$ cat src/rtl/turret_sprite_fetch_if.sv
// Pixel/ROM/palette signal bundle for the turret sprite fetch stage.
// The master side drives pixel, turret and ROM data; the slave (fetch stage) drives the ROM address and palette outputs.
interface turret_sprite_fetch_if #(
    parameter int unsigned COORD_W = 10,
    parameter int unsigned ADDR_W  = 10
);
    logic [COORD_W-1:0] draw_x;
    logic [COORD_W-1:0] draw_y;
    logic               pix_valid;
    logic               vsync;
    logic [COORD_W-1:0] turret_x;
    logic [COORD_W-1:0] turret_y;
    logic [1:0]         turret_dir;
    logic [ADDR_W-1:0]  rom_addr;
    logic [7:0]         rom_data;
    logic [7:0]         pal_index;
    logic               pal_valid;

    modport master (
        output draw_x, draw_y, pix_valid, vsync, turret_x, turret_y, turret_dir, rom_data,
        input  rom_addr, pal_index, pal_valid
    );

    modport slave (
        input  draw_x, draw_y, pix_valid, vsync, turret_x, turret_y, turret_dir, rom_data,
        output rom_addr, pal_index, pal_valid
    );
endinterface

$ cat src/rtl/turret_sprite_fetch.sv
// Turret sprite hit test, 90-degree rotation and sprite-ROM fetch; three-cycle fixed latency
// from draw coordinates to palette index. Turret position/direction shadowed on vsync fall.
module turret_sprite_fetch #(
    parameter int unsigned SPR_N     = 32,
    parameter int unsigned ADDR_W    = 10,
    parameter int unsigned COORD_W   = 10,
    parameter logic [7:0]  TRANS_IDX = 8'd0
) (
    input  logic                   clk,
    input  logic                   reset_n,
    turret_sprite_fetch_if.slave   bus
);
    localparam int unsigned LOG_N = $clog2(SPR_N);
    localparam int unsigned D_W   = COORD_W + 1;
    localparam logic [LOG_N-1:0] M = LOG_N'(SPR_N - 1);

    logic [COORD_W-1:0] r_sx;
    logic [COORD_W-1:0] r_sy;
    logic [1:0]         r_sdir;
    logic               r_vsync_q;
    logic               r_hit1;
    logic               r_hit2;
    logic [ADDR_W-1:0]  r_rom_addr;
    logic [7:0]         r_pal_index;
    logic               r_pal_valid;

    logic [D_W-1:0]     w_dx;
    logic [D_W-1:0]     w_dy;
    logic               w_in_x;
    logic               w_in_y;
    logic               w_hit0;
    logic [LOG_N-1:0]   w_dxl;
    logic [LOG_N-1:0]   w_dyl;
    logic [LOG_N-1:0]   w_u;
    logic [LOG_N-1:0]   w_v;
    logic [ADDR_W-1:0]  w_addr;
    logic               w_vs_fall;
    logic               w_opaque;

    // Offsets carry an extra sign bit so pixels left/above the sprite never wrap into it
    assign w_dx   = {1'b0, bus.draw_x} - {1'b0, r_sx};
    assign w_dy   = {1'b0, bus.draw_y} - {1'b0, r_sy};
    assign w_in_x = ~w_dx[D_W-1] & (w_dx[D_W-2:LOG_N] == '0);
    assign w_in_y = ~w_dy[D_W-1] & (w_dy[D_W-2:LOG_N] == '0);
    assign w_hit0 = bus.pix_valid & w_in_x & w_in_y;
    assign w_dxl  = w_dx[LOG_N-1:0];
    assign w_dyl  = w_dy[LOG_N-1:0];

    // Rotate sprite-local coordinates into ROM (u,v) space
    always_comb begin
        w_u = w_dxl;
        w_v = w_dyl;
        case (r_sdir)
            2'd1: begin w_u = w_dyl;     w_v = M - w_dxl; end
            2'd2: begin w_u = M - w_dxl; w_v = M - w_dyl; end
            2'd3: begin w_u = M - w_dyl; w_v = w_dxl;     end
            default: ;
        endcase
    end

    assign w_addr    = ADDR_W'({w_v, w_u});
    assign w_vs_fall = r_vsync_q & ~bus.vsync;
    assign w_opaque  = r_hit2 & (bus.rom_data != TRANS_IDX);

    always_ff @(posedge clk or negedge reset_n) begin
        if (!reset_n) begin
            r_sx        <= '0;
            r_sy        <= '0;
            r_sdir      <= '0;
            r_vsync_q   <= 1'b0;
            r_hit1      <= 1'b0;
            r_hit2      <= 1'b0;
            r_rom_addr  <= '0;
            r_pal_index <= '0;
            r_pal_valid <= 1'b0;
        end else begin
            r_vsync_q <= bus.vsync;
            if (w_vs_fall) begin
                r_sx   <= bus.turret_x;
                r_sy   <= bus.turret_y;
                r_sdir <= bus.turret_dir;
            end
            r_rom_addr  <= w_hit0 ? w_addr : '0;
            r_hit1      <= w_hit0;
            r_hit2      <= r_hit1;
            r_pal_valid <= w_opaque;
            r_pal_index <= w_opaque ? bus.rom_data : 8'd0;
        end
    end

    assign bus.rom_addr  = r_rom_addr;
    assign bus.pal_index = r_pal_index;
    assign bus.pal_valid = r_pal_valid;
endmodule

$ cat src/flat_wrapper.sv
// flat-port wrapper written by rule: the top's interface ports become plain ports
module turret_sprite_fetch_flat 
#(
    parameter int unsigned SPR_N     = 32,
    parameter int unsigned ADDR_W    = 10,
    parameter int unsigned COORD_W   = 10,
    parameter logic [7:0]  TRANS_IDX = 8'd0
)
  (clk, reset_n, bus_draw_x, bus_draw_y, bus_pix_valid, bus_vsync, bus_turret_x, bus_turret_y, bus_turret_dir, bus_rom_data, bus_rom_addr, bus_pal_index, bus_pal_valid);
  turret_sprite_fetch_if #(.COORD_W(COORD_W), .ADDR_W(ADDR_W)) bus_i ();
  input  logic clk;
  input  logic reset_n;
  input wire logic [$bits(bus_i.draw_x)-1:0] bus_draw_x;
  input wire logic [$bits(bus_i.draw_y)-1:0] bus_draw_y;
  input wire logic [$bits(bus_i.pix_valid)-1:0] bus_pix_valid;
  input wire logic [$bits(bus_i.vsync)-1:0] bus_vsync;
  input wire logic [$bits(bus_i.turret_x)-1:0] bus_turret_x;
  input wire logic [$bits(bus_i.turret_y)-1:0] bus_turret_y;
  input wire logic [$bits(bus_i.turret_dir)-1:0] bus_turret_dir;
  input wire logic [$bits(bus_i.rom_data)-1:0] bus_rom_data;
  output wire logic [$bits(bus_i.rom_addr)-1:0] bus_rom_addr;
  output wire logic [$bits(bus_i.pal_index)-1:0] bus_pal_index;
  output wire logic [$bits(bus_i.pal_valid)-1:0] bus_pal_valid;
  assign bus_i.draw_x = bus_draw_x;
  assign bus_i.draw_y = bus_draw_y;
  assign bus_i.pix_valid = bus_pix_valid;
  assign bus_i.vsync = bus_vsync;
  assign bus_i.turret_x = bus_turret_x;
  assign bus_i.turret_y = bus_turret_y;
  assign bus_i.turret_dir = bus_turret_dir;
  assign bus_i.rom_data = bus_rom_data;
  assign bus_rom_addr = bus_i.rom_addr;
  assign bus_pal_index = bus_i.pal_index;
  assign bus_pal_valid = bus_i.pal_valid;
  turret_sprite_fetch #(.SPR_N(SPR_N), .ADDR_W(ADDR_W), .COORD_W(COORD_W), .TRANS_IDX(TRANS_IDX)) u_core (.clk(clk), .reset_n(reset_n), .bus(bus_i));
endmodule
$ cat config.mk
export PLATFORM = sky130hd
export DESIGN_NAME = turret_sprite_fetch_flat
export DESIGN_NICKNAME = d
export VERILOG_FILES = /design/src/rtl/turret_sprite_fetch_if.sv /design/src/rtl/turret_sprite_fetch.sv /design/src/flat_wrapper.sv
export SDC_FILE = /design/constraint.sdc
export NUM_CORES = 1
export LEC_CHECK = 0
export ABC_AREA = 1
export CAP_MARGIN = 20
export CORE_MARGIN = 5
export CORE_UTILIZATION = 50
export DETAILED_ROUTE_END_ITERATION = 10
export GPL_TIMING_DRIVEN = 0
export PLACE_DENSITY = 0.85
export SLEW_MARGIN = 40
export SYNTH_ARGS = -nofsm -noshare
export SYNTH_HDL_FRONTEND = slang
export SYNTH_SLANG_ARGS = --single-unit
$ cat constraint.sdc
create_clock -name clk -period 2.2 [get_ports clk]
set_input_delay 0.55 -clock clk [delete_from_list [all_inputs] [get_ports clk]]
set_output_delay 0.55 -clock clk [all_outputs]
set_load 0.02 [all_outputs]
==> impl_metrics.prom <==
# TYPE chip_impl_metric gauge
chip_impl_info{name="status",value="finished clean"} 1
chip_impl_metric{name="layout-drive-gt1-share",unit="%"} 20.41
chip_impl_metric{name="worstSkewPairLatency",unit="ps"} 310
chip_impl_metric{name="ys_types",unit=""} 28
chip_impl_metric{name="vdd_drop_max",unit="mV"} 0.4756
chip_impl_metric{name="cts.reportedPaths.clkPinSlew",unit="ps"} 100
chip_impl_metric{name="number_of_nets_still_failing_antenna_checks_after_routing",unit=""} 0
chip_impl_metric{name="total_switching_power",unit="mW"} 0.9873
chip_impl_metric{name="timing.final.crit_share",unit="%"} 97.88
chip_impl_metric{name="synth_area",unit="µm²"} 2913
chip_impl_metric{name="total_of_max_cap_violations",unit=""} 0
chip_impl_metric{name="wirelength",unit="mm"} 7.570
chip_impl_metric{name="synth-seq-cells",unit=""} 44
chip_impl_info{name="setup.worst_path.class",value="input pin to register"} 1
chip_impl_info{name="cts_tree",value="built"} 1
chip_impl_metric{name="synth_cells",unit=""} 391
chip_impl_metric{name="drt-wirelength-per-cell",unit="µm"} 13.59
chip_impl_info{name="hold_path.class",value="input pin to async pin"} 1
chip_impl_metric{name="whs",unit="ps"} 225.1
chip_impl_info{name="timing.critical_path.to_type",value="register"} 1
chip_impl_metric{name="globalRouteTotalUtil",unit="%"} 20.66
chip_impl_metric{name="synth-seq-area-share",unit="%"} 37.80
chip_impl_metric{name="post-route-drc-count",unit=""} 0
chip_impl_metric{name="p_int",unit="mW"} 1.695
chip_impl_metric{name="tritoncts.num_buffers",unit=""} 5
chip_impl_metric{name="fp.coreArea",unit="µm²"} 5574
chip_impl_metric{name="syn-num-nets",unit=""} 467
chip_impl_metric{name="crit_fanout",unit=""} 5
chip_impl_metric{name="final.min_clock_period",unit="ps"} 2153
chip_impl_metric{name="avg_inst_size_synth",unit="µm²"} 7.450
chip_impl_metric{name="cts_sinks",unit=""} 44
chip_impl_metric{name="post_layout_nonfiller_instances",unit=""} 557
chip_impl_metric{name="syn2layout_area_growth",unit="%"} 47.29
chip_impl_metric{name="hold_buffers",unit=""} 0
chip_impl_metric{name="ioPinCount",unit=""} 73
chip_impl_metric{name="tightestPinTransition",unit="ps"} 592.1
chip_impl_metric{name="buffer_ports.inserted",unit=""} 72
chip_impl_metric{name="drt_first_iter_violations",unit=""} 75
chip_impl_info{name="cts_root_buffer",value="clkbuf_8"} 1
chip_impl_metric{name="report.final.slew_viol_count",unit=""} 0
chip_impl_metric{name="relative_contribution_of_combinational_cells_to_total_power",unit="%"} 42.5
chip_impl_metric{name="fp.dieH",unit="µm"} 86.33
chip_impl_metric{name="max_clock_freq",unit="GHz"} 0.4644
chip_impl_metric{name="placementRows",unit=""} 27
chip_impl_metric{name="detailed_place_hpwl",unit="mm"} 5.321
chip_impl_metric{name="hold_viol_final",unit=""} 0
chip_impl_metric{name="detailroute.via_count",unit=""} 2770
chip_impl_metric{name="cts_buffer_depth",unit=""} 2
chip_impl_metric{name="crit_required",unit="ps"} 2440
chip_impl_info{name="unrepaired_setup_endpoints_after_global_routing",value="true"} 1
chip_impl_metric{name="yosys_warnings",unit=""} 0
chip_impl_metric{name="layout.filler_cells",unit=""} 391
chip_impl_metric{name="power_per_cell_area",unit="nW/µm²"} 625.2
chip_impl_metric{name="finalCoreUtilization",unit="%"} 76.97
chip_impl_metric{name="n_diodes",unit=""} 0
chip_impl_metric{name="grt_start_max_net_pins",unit=""} 45
chip_impl_metric{name="setup_viol_count_final",unit=""} 0
chip_impl_metric{name="global_route_wire_length_before_repair",unit="mm"} 12.38
chip_impl_metric{name="floorplan.die.width",unit="µm"} 86.33
chip_impl_metric{name="cp_data_arrival_time",unit="ps"} 2400
chip_impl_metric{name="overflow",unit=""} 0
chip_impl_metric{name="p_sw_share",unit="%"} 36.81
chip_impl_info{name="final_cell_mix",value="89 x nand2_1, 60 x inv_1, 55 x clkdlybuf4s50_1, 44 x dfrtp_1, 37 x nor2_1"} 1
chip_impl_metric{name="avgViaCountPerCell",unit=""} 4.973
chip_impl_metric{name="finalClockSkew",unit="ps"} 15.04
chip_impl_info{name="final_common_cell",value="nand2_1"} 1
chip_impl_metric{name="power_leakage",unit="nW"} 2.158
chip_impl_metric{name="power.share.sequential",unit="%"} 32.7
chip_impl_metric{name="dieArea",unit="µm²"} 7452
chip_impl_metric{name="gp_congestion",unit=""} 0.8350
chip_impl_metric{name="vias_in_the_first_global_route",unit=""} 2767
chip_impl_metric{name="htree_num_levels",unit=""} 2
chip_impl_metric{name="placedCellCount",unit=""} 535
chip_impl_metric{name="slew_headroom",unit="%"} 60.26
chip_impl_info{name="setup.worst_path.start_class",value="input pin"} 1
chip_impl_metric{name="antenna_found_initial",unit=""} 0
chip_impl_metric{name="share_clk_of_total_power",unit="%"} 24.8
chip_impl_metric{name="final_net_count",unit=""} 560
chip_impl_metric{name="effective_utilization_at_floorplan",unit="%"} 52.26
chip_impl_metric{name="dr.pass1.iters",unit=""} 4
[routing by layer]
metal,up-vias,track usage [%],part of all wire [%]
met5,-,0,0
met4,0,6.374,2.1
met3,19,4.468,6.3
met2,86,38.39,51
met1,1265,23.41,40
li1,1400,-,-
[cells in the mapped netlist (all sizes together)]
cell | instances | share of area [%]
xor2 | 13 | 3.9
xnor2 | 3 | 0.90
ha | 20 | 8.6
mux2i | 1 | 0.34
clkinv | 1 | 0.13
mux2 | 2 | 0.77
nand2 | 97 | 13
inv | 67 | 8.6
o21ai | 6 | 1.0
dfrtp | 44 | 38
buf | 2 | 0.77
fa | 2 | 1.4
clkbuf | 6 | 0.77
and3 | 1 | 0.21
o21bai | 2 | 0.52
or2 | 1 | 0.30
nand4 | 6 | 1.3
nor3b | 1 | 0.26
nand3 | 26 | 5.2
nor2 | 58 | 8.6
nand3b | 2 | 0.52
a21oi | 30 | 5.5
[worst paths after layout]
path	startpoint	endpoint	slack [ps]	cells after the start
min in group clk	u_core.r_hit1	u_core.r_hit2	350	0
setup / recovery	bus_draw_x[8]	u_core.bus.rom_addr[6]	50	12
hold reg to reg	u_core.r_hit1	u_core.r_hit2	350	0
max in group asynchronous	reset_n	u_core.r_hit1	1590	1
hold / removal	reset_n	u_core.r_sy[1]	230	1
setup reg to reg	u_core.r_sx[0]	u_core.bus.rom_addr[6]	80	15
[cell type report]
cell class	instances	area (µm²)	area share (%)
multi-input combinational	271	1852	43.16
sequential	44	1101	25.66
timing repair buffer	86	828.3	19.31
inverter	68	255.2	5.949
tap	72	90.09	2.100
clock buffer	5	68.82	1.604
buffer	8	48.80	1.137
clock inverter	3	46.29	1.079
[registers in the layout, indices dropped and copies added, names as in the netlist]
signal,cells
u_core.r_hit1,1
u_core.bus.rom_addr,10
u_core.bus.pal_valid,1
u_core.bus.pal_index,8
u_core.r_sdir,2
u_core.r_hit2,1
u_core.r_sy,10
u_core.r_vsync_q,1
u_core.r_sx,10
[timing repair]
action	in CTS	in global routing
setup buffers	11	2
endpoints found under the setup margin	11	10
gates cloned	1	0
resized for setup	65	18
pin swaps	27	20
[critical path, stage by stage]
cell,delay [ps]
clkdlybuf4s50_1,450
ha_4,300
nand2_1,90
nor2_2,130
and3_1,160
nor2_1,50
nor2_1,90
nand2_1,70
nor2_2,120
nand3_4,130
buf_8,180
nor2_4,70
[logic make-up (layout without fill, tap and decap cells)]
family | Yosys count | after routing | share of synthesized area (%)
AOI/OAI and AO/OA | 38 | 38 | 7.087
xor gates and xnor gates | 16 | 16 | 4.811
adders and majority gates | 22 | 22 | 9.966
buffers and inverters | 76 | 170 | 10.31
DFF | 44 | 44 | 37.80
muxes | 3 | 3 | 1.117
and+or+nand+nor | 192 | 192 | 28.91
[through the flow]
stage	setup slack, ps	TNS [ps]	cell area (µm²)	total power, mW
after floorplan	54.89	0	2913	1.536
after global placement	-628.5	-30570	3724	1.766
after detailed placement	-664.0	-7055	3721	1.789
after CTS	2.534	0	4202	2.624
after global routing	-61.42	-478.8	4290	2.854
final	46.57	0	4290	2.682
[power groups by stage]
| stage | clock, mW | sequential [mW] | combinational [mW] |
|---|---|---|---|
| detailed placement | 0 | 0.892 | 0.897 |
| finish | 0.665 | 0.877 | 1.14 |
| floorplan | 0 | 0.888 | 0.648 |
| global route | 0.700 | 0.882 | 1.27 |
| CTS | 0.668 | 0.877 | 1.08 |
| global placement | 0 | 0.890 | 0.876 |
Note: power is estimated with default switching activity, not from simulation.
